### config.mk
export PLATFORM = sky130hd
export DESIGN_NAME = icache_assoc
export DESIGN_NICKNAME = d
export VERILOG_FILES = /design/src/rtl/icache_assoc.sv
export SDC_FILE = /design/constraint.sdc
export NUM_CORES = 2
export LEC_CHECK = 0
export BUFFER_PORTS_ARGS = -buffer_cell sky130_fd_sc_hd__buf_2
export CAP_MARGIN = 20
export CORE_MARGIN = 1
export CORE_UTILIZATION = 65
export CTS_CLUSTER_DIAMETER = 150
export DETAILED_ROUTE_END_ITERATION = 6
export MAX_ROUTING_LAYER = met4
export PLACE_DENSITY = 0.85
export SYNTH_ARGS = -nofsm -noshare
export SYNTH_HDL_FRONTEND = slang
export SYNTH_SLANG_ARGS = --single-unit
### constraint.sdc
create_clock -name clk -period 40.6 [get_ports clk]
set_input_delay 6.09 -clock clk [delete_from_list [all_inputs] [get_ports clk]]
set_output_delay 6.09 -clock clk [all_outputs]
set_load 0.1 [all_outputs]
### src/rtl/icache_assoc.sv
// icache_assoc
// Set-associative, read-only instruction cache between the processor fetch
// port and a 128-bit block memory. Each line holds 4 x 32-bit words.
// Replacement is true LRU via per-way ages (0 = most recently used).
// Hits return data combinationally with no stall. Misses take one cycle to
// issue the block read, then return the word in the cycle mem_ready is high.
// Ports:
//   clk, proc_reset           clock, asynchronous active-high reset
//   proc_read, proc_addr      fetch request and word address
//   proc_write, proc_wdata    accepted but ignored (read-only cache)
//   proc_stall, proc_rdata    stall indication and fetched word
//   cache_flush               invalidate every line (honoured in idle only)
//   mem_read, mem_addr        block read request and block address
//   mem_rdata, mem_ready      block data and its valid strobe
//   mem_write, mem_wdata      tied low
//   hit_cnt, miss_cnt         saturating performance counters
module icache_assoc #(
   parameter int NUM_SETS = 4,
   parameter int NUM_WAYS = 2,
   parameter int CNT_W    = 16
) (
   input  logic              clk,
   input  logic              proc_reset,
   input  logic              proc_read,
   input  logic              proc_write,
   input  logic [29:0]       proc_addr,
   input  logic [31:0]       proc_wdata,
   output logic              proc_stall,
   output logic [31:0]       proc_rdata,
   input  logic              cache_flush,
   output logic              mem_read,
   output logic              mem_write,
   output logic [27:0]       mem_addr,
   input  logic [127:0]      mem_rdata,
   input  logic              mem_ready,
   output logic [127:0]      mem_wdata,
   output logic [CNT_W-1:0]  hit_cnt,
   output logic [CNT_W-1:0]  miss_cnt
);

   localparam int IDX_W = $clog2(NUM_SETS);
   localparam int AGE_W = (NUM_WAYS > 1) ? $clog2(NUM_WAYS) : 1;
   localparam int TAG_W = 28 - IDX_W;

   localparam logic [0:0] S_IDLE     = 1'b0;
   localparam logic [0:0] S_MEM_READ = 1'b1;

   logic [0:0]          r_state;
   logic [NUM_SETS-1:0] r_valid [NUM_WAYS];
   logic [TAG_W-1:0]    r_tag   [NUM_WAYS][NUM_SETS];
   logic [127:0]        r_data  [NUM_WAYS][NUM_SETS];
   logic [AGE_W-1:0]    r_age   [NUM_WAYS][NUM_SETS];
   logic                r_memRead;
   logic [27:0]         r_memAddr;
   logic [31:0]         r_rdata;
   logic [CNT_W-1:0]    r_hitCnt;
   logic [CNT_W-1:0]    r_missCnt;

   logic [1:0]          w_offset;
   logic [IDX_W-1:0]    w_index;
   logic [TAG_W-1:0]    w_tag;
   logic [IDX_W-1:0]    w_fillIdx;
   logic [TAG_W-1:0]    w_fillTag;
   logic                w_hit;
   logic [AGE_W-1:0]    w_hitWay;
   logic [AGE_W-1:0]    w_victim;
   logic                w_foundInvalid;
   logic [31:0]         w_hitWord;
   logic [31:0]         w_fillWord;
   logic                w_doHit;
   logic                w_doMiss;
   logic                w_doFlush;
   logic                w_doFill;
   logic [IDX_W-1:0]    w_touchSet;
   logic [AGE_W-1:0]    w_touchWay;
   logic [AGE_W-1:0]    w_touchOld;
   logic                w_unused;

   assign w_offset  = proc_addr[1:0];
   assign w_index   = proc_addr[IDX_W+1:2];
   assign w_tag     = proc_addr[29:IDX_W+2];

   // The fill target comes from the latched block address, which is the
   // address that was actually requested from memory.
   assign w_fillIdx = r_memAddr[IDX_W-1:0];
   assign w_fillTag = r_memAddr[27:IDX_W];

   assign w_unused  = ^{proc_write, proc_wdata};

   // Tag compare across all ways of the addressed set. At most one way can
   // match because a fill only happens after a miss on that tag.
   always_comb begin
      w_hit    = 1'b0;
      w_hitWay = '0;
      for (int w = 0; w < NUM_WAYS; w++) begin
         if (r_valid[w][w_index] && (r_tag[w][w_index] == w_tag)) begin
            w_hit    = 1'b1;
            w_hitWay = AGE_W'(w);
         end
      end
   end

   // Victim is the lowest-index invalid way if any, otherwise the oldest way.
   always_comb begin
      w_victim       = '0;
      w_foundInvalid = 1'b0;
      for (int w = 0; w < NUM_WAYS; w++) begin
         if (!w_foundInvalid && !r_valid[w][w_fillIdx]) begin
            w_victim       = AGE_W'(w);
            w_foundInvalid = 1'b1;
         end
      end
      if (!w_foundInvalid) begin
         for (int w = 0; w < NUM_WAYS; w++) begin
            if (r_age[w][w_fillIdx] == AGE_W'(NUM_WAYS - 1)) begin
               w_victim = AGE_W'(w);
            end
         end
      end
   end

   assign w_hitWord  = r_data[w_hitWay][w_index][{w_offset, 5'b0} +: 32];
   assign w_fillWord = mem_rdata[{w_offset, 5'b0} +: 32];

   // Flush outranks a read in idle; the memory state ignores flush entirely.
   assign w_doFlush = (r_state == S_IDLE) && cache_flush;
   assign w_doHit   = (r_state == S_IDLE) && !cache_flush && proc_read && w_hit;
   assign w_doMiss  = (r_state == S_IDLE) && !cache_flush && proc_read && !w_hit;
   assign w_doFill  = (r_state == S_MEM_READ) && mem_ready;

   // The LRU update is identical for a hit and a fill; only the set and the
   // way being promoted to MRU differ.
   assign w_touchSet = w_doFill ? w_fillIdx : w_index;
   assign w_touchWay = w_doFill ? w_victim  : w_hitWay;
   assign w_touchOld = r_age[w_touchWay][w_touchSet];

   // Stall and read data are combinational so hits and fills complete in
   // the same cycle; reset forces both quiet immediately.
   always_comb begin
      proc_stall = 1'b0;
      proc_rdata = r_rdata;
      if (proc_reset) begin
         proc_rdata = '0;
      end else if (r_state == S_IDLE) begin
         proc_stall = cache_flush || (proc_read && !w_hit);
         if (w_doHit) begin
            proc_rdata = w_hitWord;
         end
      end else begin
         proc_stall = !mem_ready;
         if (mem_ready) begin
            proc_rdata = w_fillWord;
         end
      end
   end

   // Control state, valid bits, ages, counters and the held read data.
   always_ff @(posedge clk or posedge proc_reset) begin
      if (proc_reset) begin
         r_state   <= S_IDLE;
         r_memRead <= 1'b0;
         r_memAddr <= '0;
         r_rdata   <= '0;
         r_hitCnt  <= '0;
         r_missCnt <= '0;
         for (int w = 0; w < NUM_WAYS; w++) begin
            r_valid[w] <= '0;
            for (int s = 0; s < NUM_SETS; s++) begin
               r_age[w][s] <= AGE_W'(w);
            end
         end
      end else begin
         if (r_state == S_IDLE) begin
            if (w_doMiss) begin
               r_state   <= S_MEM_READ;
               r_memRead <= 1'b1;
               r_memAddr <= proc_addr[29:2];
               if (r_missCnt != '1) begin
                  r_missCnt <= r_missCnt + CNT_W'(1);
               end
            end
            if (w_doHit) begin
               r_rdata <= w_hitWord;
               if (r_hitCnt != '1) begin
                  r_hitCnt <= r_hitCnt + CNT_W'(1);
               end
            end
         end else if (mem_ready) begin
            r_state   <= S_IDLE;
            r_memRead <= 1'b0;
            r_rdata   <= w_fillWord;
         end

         if (w_doFlush) begin
            for (int w = 0; w < NUM_WAYS; w++) begin
               r_valid[w] <= '0;
            end
         end else if (w_doFill) begin
            r_valid[w_victim][w_fillIdx] <= 1'b1;
         end

         if (w_doHit || w_doFill) begin
            for (int w = 0; w < NUM_WAYS; w++) begin
               if (AGE_W'(w) == w_touchWay) begin
                  r_age[w][w_touchSet] <= '0;
               end else if (r_age[w][w_touchSet] < w_touchOld) begin
                  r_age[w][w_touchSet] <= r_age[w][w_touchSet] + AGE_W'(1);
               end
            end
         end
      end
   end

   // Tag and data arrays need no reset; the valid bits qualify them.
   always_ff @(posedge clk) begin
      if (w_doFill) begin
         r_tag[w_victim][w_fillIdx]  <= w_fillTag;
         r_data[w_victim][w_fillIdx] <= mem_rdata;
      end
   end

   assign mem_read  = r_memRead;
   assign mem_addr  = r_memAddr;
   assign mem_write = 1'b0;
   assign mem_wdata = '0;
   assign hit_cnt   = r_hitCnt;
   assign miss_cnt  = r_missCnt;

endmodule

==> flow_summary.html <==
<table>
<tr><th>Metric</th><th>Value</th></tr>
<tr><th colspan="2">Die</th></tr>
<tr><td>Die span in y</td><td>294 microns</td></tr>
<tr><td>Die X-Extent</td><td>294 microns</td></tr>
<tr><td>Die footprint</td><td>0.0865 sq mm</td></tr>
<tr><td>Number of top-level design ports</td><td>419</td></tr>
<tr><td>Total number of placement rows</td><td>106</td></tr>
<tr><td>Core region area</td><td>0.0841 sq mm</td></tr>
<tr><td>Starting Density</td><td>66.0%</td></tr>
<tr><th colspan="2">Clock tree</th></tr>
<tr><td>Post-CTS sizing</td><td>0</td></tr>
<tr><td>TritonCTS clock tree</td><td>yes</td></tr>
<tr><td>Number of buffers added by the clock tree synthesis step</td><td>135</td></tr>
<tr><td>Clock root buffer master</td><td>sky130_fd_sc_hd__clkbuf_16</td></tr>
<tr><td>Skew-Pair Late Insertion Delay</td><td>0.75 ns</td></tr>
<tr><td>Largest buffer count on any clock path</td><td>3</td></tr>
<tr><td>Clock-pin slew on the worst setup and hold paths</td><td>0.06 ns</td></tr>
<tr><td>Number of buffers inserted to repair setup after CTS</td><td>0</td></tr>
<tr><td>H-tree depth</td><td>4</td></tr>
<tr><td>Hold_buf cts</td><td>0</td></tr>
<tr><td>Total clock sinks</td><td>1342</td></tr>
<tr><th colspan="2">Global routing</th></tr>
<tr><td>Global route hottest layer</td><td>met2</td></tr>
<tr><td>Aggregate global routing overflow</td><td>0</td></tr>
<tr><td>GR met2 Demand/Resource</td><td>52.0%</td></tr>
<tr><td>GRT met1 Usage</td><td>42.3%</td></tr>
<tr><td>Number of antenna violations at the first check in global routing</td><td>49</td></tr>
<tr><td>Number of global-route vias before repair</td><td>32.4k</td></tr>
<tr><td>GR Util met3</td><td>11.0%</td></tr>
<tr><td>First-pass GRT wire length</td><td>207 mm</td></tr>
<tr><td>All-layer global routing usage</td><td>34.2%</td></tr>
<tr><td>Maximum number of pins on one net before global-route repair</td><td>138</td></tr>
<tr><th colspan="2">Pwr</th></tr>
<tr><td>Internal power summed over all cells</td><td>2.36 mW</td></tr>
<tr><td>Pleak</td><td>20.6 nW</td></tr>
<tr><td>Reg power frac</td><td>49.9%</td></tr>
<tr><td>Net Switching</td><td>0.844 mW</td></tr>
<tr><td>Post-layout power</td><td>3.21 mW</td></tr>
<tr><td>Combinational power share</td><td>11.7%</td></tr>
<tr><td>Maximum vdd ir drop</td><td>0.0389 mV</td></tr>
<tr><td>Proportion of power drawn by the clock network</td><td>38.4%</td></tr>
<tr><td>Switch share</td><td>26.3%</td></tr>
<tr><td>Total power density per cell area</td><td>52.0 mW/mm^2</td></tr>
<tr><th colspan="2">Routing</th></tr>
<tr><td>Number of vias per cell</td><td>6.83</td></tr>
<tr><td>DRC violations left</td><td>0</td></tr>
<tr><td>Number of vias after detailed routing</td><td>32.8k</td></tr>
<tr><td>Final antenna-violating net count</td><td>0</td></tr>
<tr><td>Total length of routed wires</td><td>143 mm</td></tr>
<tr><td>Number of violations reported at the end of detailed-routing iteration 0</td><td>4847</td></tr>
<tr><td>Routed length per placed instance</td><td>29.7 microns</td></tr>
<tr><td>Iteration count of the initial detailed-routing pass</td><td>6</td></tr>
<tr><th colspan="2">Setup path</th></tr>
<tr><td>Critical path data arrival time</td><td>12.61 ns</td></tr>
<tr><td>Most Frequent Cell on Critical Path</td><td>sky130_fd_sc_hd__buf_4</td></tr>
<tr><td>Cell at the slowest stage of the critical path</td><td>sky130_fd_sc_hd__a21oi_4</td></tr>
<tr><td>Largest fanout on the critical path</td><td>59</td></tr>
<tr><td>Kind of start point of the critical path</td><td>input port</td></tr>
<tr><td>Worst r2r dst</td><td>hit_cnt[5]</td></tr>
<tr><td>Endpoint class of the critical path</td><td>output pin</td></tr>
<tr><td>Required time of the critical path</td><td>34.51 ns</td></tr>
<tr><td>Delay contributed by the slowest stage of the critical path</td><td>0.98 ns</td></tr>
<tr><td>Critical path class</td><td>input port to output pin</td></tr>
<tr><td>Worst flop-to-flop path startpoint</td><td>r_tag[1][8]</td></tr>
<tr><td>Number of cells traversed by the worst register-to-register path</td><td>11</td></tr>
<tr><td>Cell chain of the critical path</td><td>buf_4, buf_4, mux4_2, xnor2_1, nand4_1, nor4_2, nand4_1, buf_4, a21oi_4, buf_4, o2111a_1, o211ai_1, a21oi_1, buf_2</td></tr>
<tr><td>Setup slack on the worst flop-to-flop path</td><td>35.34 ns</td></tr>
<tr><th colspan="2">Final layout</th></tr>
<tr><td>Nets@finish</td><td>3710</td></tr>
<tr><td>Area growth from synthesis to final layout</td><td>11.3%</td></tr>
<tr><td>Fraction of final layout cells with drive strength greater than 1</td><td>22.8%</td></tr>
<tr><th colspan="2">Worst hold path</th></tr>
<tr><td>Launch instance of the worst min-delay path</td><td>mem_read</td></tr>
<tr><td>Hold path depth</td><td>2</td></tr>
<tr><td>Class of the worst hold path</td><td>register to register</td></tr>
<tr><td>Hold Crit Endpoint</td><td>mem_read</td></tr>
<tr><th colspan="2">Synth</th></tr>
<tr><td>Number of synthesis warnings</td><td>0</td></tr>
<tr><td>Commonest cells post-synth</td><td>sky130_fd_sc_hd__edfxtp_1, sky130_fd_sc_hd__nor2_1, sky130_fd_sc_hd__mux4_2, sky130_fd_sc_hd__mux2i_1, sky130_fd_sc_hd__nand2_1</td></tr>
<tr><td>Post-Synthesis Mean Instance Area</td><td>17.0 sq um</td></tr>
<tr><td>Most frequently used cell type in the post-synthesis netlist</td><td>sky130_fd_sc_hd__edfxtp_1</td></tr>
<tr><td>Number of different library cells in the post-synthesis netlist</td><td>73</td></tr>
<tr><td>Share of the synthesized area in the top cell type</td><td>66.7%</td></tr>
<tr><td>Number of enable-type register cells in the synthesized netlist</td><td>1232</td></tr>
<tr><td>Area of the mapped netlist</td><td>0.0555 sq mm</td></tr>
<tr><td>Async set or reset register ratio after synthesis</td><td>8.20%</td></tr>
<tr><td>Synthesis-stage register bit count</td><td>1342</td></tr>
<tr><td>Cell type with the highest aggregate area in the netlist</td><td>sky130_fd_sc_hd__edfxtp_1</td></tr>
<tr><td>Post-Synthesis Cells</td><td>3267</td></tr>
<tr><td>Most instantiated flip-flop cell in the synthesis netlist</td><td>sky130_fd_sc_hd__edfxtp_1</td></tr>
<tr><td>Seq/Total Area, Yosys</td><td>71.7%</td></tr>
<tr><td>Biggest area contributors in the synthesized netlist</td><td>sky130_fd_sc_hd__edfxtp_1, sky130_fd_sc_hd__mux4_2, sky130_fd_sc_hd__dfrtp_1</td></tr>
<tr><th colspan="2">STA</th></tr>
<tr><td>Total negative setup slack</td><td>0 ns</td></tr>
<tr><td>Max Fclk</td><td>53.5 MHz</td></tr>
<tr><td>Worst Hold Margin</td><td>0.475 ns</td></tr>
<tr><td>Final period util</td><td>46.1%</td></tr>
<tr><td>Max-slew headroom</td><td>22.2%</td></tr>
<tr><td>Number of slew-limit violations in the final report</td><td>0</td></tr>
<tr><td>Maximum clock skew at final layout</td><td>0.0288 ns</td></tr>
<tr><td>Post-layout min period</td><td>18.70 ns</td></tr>
<tr><td>Slew @ Worst Pin</td><td>1.17 ns</td></tr>
<tr><td>Number of hold violations in the final report</td><td>0</td></tr>
<tr><td>Setup repair after global routing missed its margin</td><td>false</td></tr>
<tr><td>Finish-stage setup viols</td><td>0</td></tr>
<tr><th colspan="2">Outcome</th></tr>
<tr><td>Result of the run</td><td>finished, final reports clean</td></tr>
<tr><th colspan="2">Placement</th></tr>
<tr><td>Final HPWL DP</td><td>74.0 mm</td></tr>
<tr><td>Global placement routability congestion</td><td>0.839</td></tr>
<tr><td>Total of buffers placed on input and output ports</td><td>256</td></tr>
<tr><th colspan="2">Run</th></tr>
<tr><td>Number of max-capacitance violations reported</td><td>0</td></tr>
</table>
cell families (layout without fill, tap and decap cells):
| logic type | Yosys count | count (layout) | share of synthesized area (%) |
|---|---|---|---|
| flip-flops | 1342 | 1342 | 71.7 |
| AND/OR/NAND/NOR | 667 | 667 | 5.24 |
| multiplexers | 479 | 479 | 13.4 |
| AO/OA/AOI/OAI | 352 | 352 | 4.70 |
| buffers and inverters | 345 | 573 | 3.65 |
| XOR/XNOR | 79 | 79 | 1.25 |
| adder cells (fa/ha/maj) | 2 | 2 | 0.0451 |
| other | 1 | 180 | 0.00676 |
worst max-delay path: cells and delay by family:
family	cells	cell delay [ns]
multiplexers	1	0.43
buffers and inverters	5	2.79
AO/OA/AOI/OAI	4	1.99
AND/OR/NAND/NOR	3	0.78
XOR/XNOR	1	0.39
worst max path at each step:
stage                      start              to  slack [ns]  cells after the start
floorplan              mem_ready  r_data[1][384]       22.39                      5
global placement    proc_addr[3]  proc_rdata[10]       22.10                     14
detailed placement  proc_addr[3]  proc_rdata[10]       22.13                     14
CTS                 proc_addr[3]  proc_rdata[10]       22.10                     14
global route        proc_addr[3]  proc_rdata[25]       21.85                     14
finish              proc_addr[3]  proc_rdata[10]       21.90                     14
cells in the final DEF, fill, tap and decap left out, types with 105 or more instances in the layout:
cell	synthesis	routed
sky130_fd_sc_hd__buf_2	36	252
sky130_fd_sc_hd__clkbuf_16	0	141
sky130_fd_sc_hd__conb_1	1	129
sky130_fd_sc_hd__dfrtp_1	106	105
sky130_fd_sc_hd__edfxtp_1	1232	1232
sky130_fd_sc_hd__mux2i_1	187	187
sky130_fd_sc_hd__mux4_2	203	203
sky130_fd_sc_hd__nand2_1	152	146
sky130_fd_sc_hd__nand3_1	105	105
sky130_fd_sc_hd__nor2_1	308	302
power by group through the flow:
stage               combinational (mW)  clock, mW  sequential, mW
floorplan                        0.221          0            1.69
finish                           0.375       1.23            1.60
global placement                 0.360          0            1.62
CTS                              0.372       1.23            1.60
detailed placement               0.367          0            1.63
global route                     0.388       1.29            1.60
metal layers:
layer	routed length, microns	vias to the layer above
li1	-	13157
met1	48400	16381
met2	68900	2841
met3	19900	445
met4	5460	0
met5	0	-
sequential cells by signal (all words and copies together), names as in the netlist:
name,cells
r_valid,8
mem_read,1
r_rdata,32
r_data,1024
r_state,1
hit_cnt,16
r_age,8
miss_cnt,16
mem_addr,28
r_tag,208
cell type report:
type | instances | area (sq um)
diodes | 51 | 128
repair buffers | 305 | 1720
inverters | 20 | 80.1
well taps | 1134 | 1420
flip-flops and latches | 1342 | 39800
multi-input cells | 1708 | 14300
clock buffers | 179 | 3700
fillers | 4484 | 22400
clock inverters | 69 | 656
stage by stage:
stage / setup slack (ns) / util [%] / instances / instance area, sq um
2_1_floorplan: 22.39 / - / 3395 / 55900
5_1_grt: 21.85 / 73.4 / 4801 / 61700
3_3_place_gp: 22.10 / 68.1 / 4509 / 57200
3_5_place_dp: 22.13 / 68.1 / 4509 / 57200
6_report: 21.90 / 73.4 / 4808 / 61700
4_1_cts: 22.10 / 73.3 / 4757 / 61600
(Power assumes the default switching activity.)
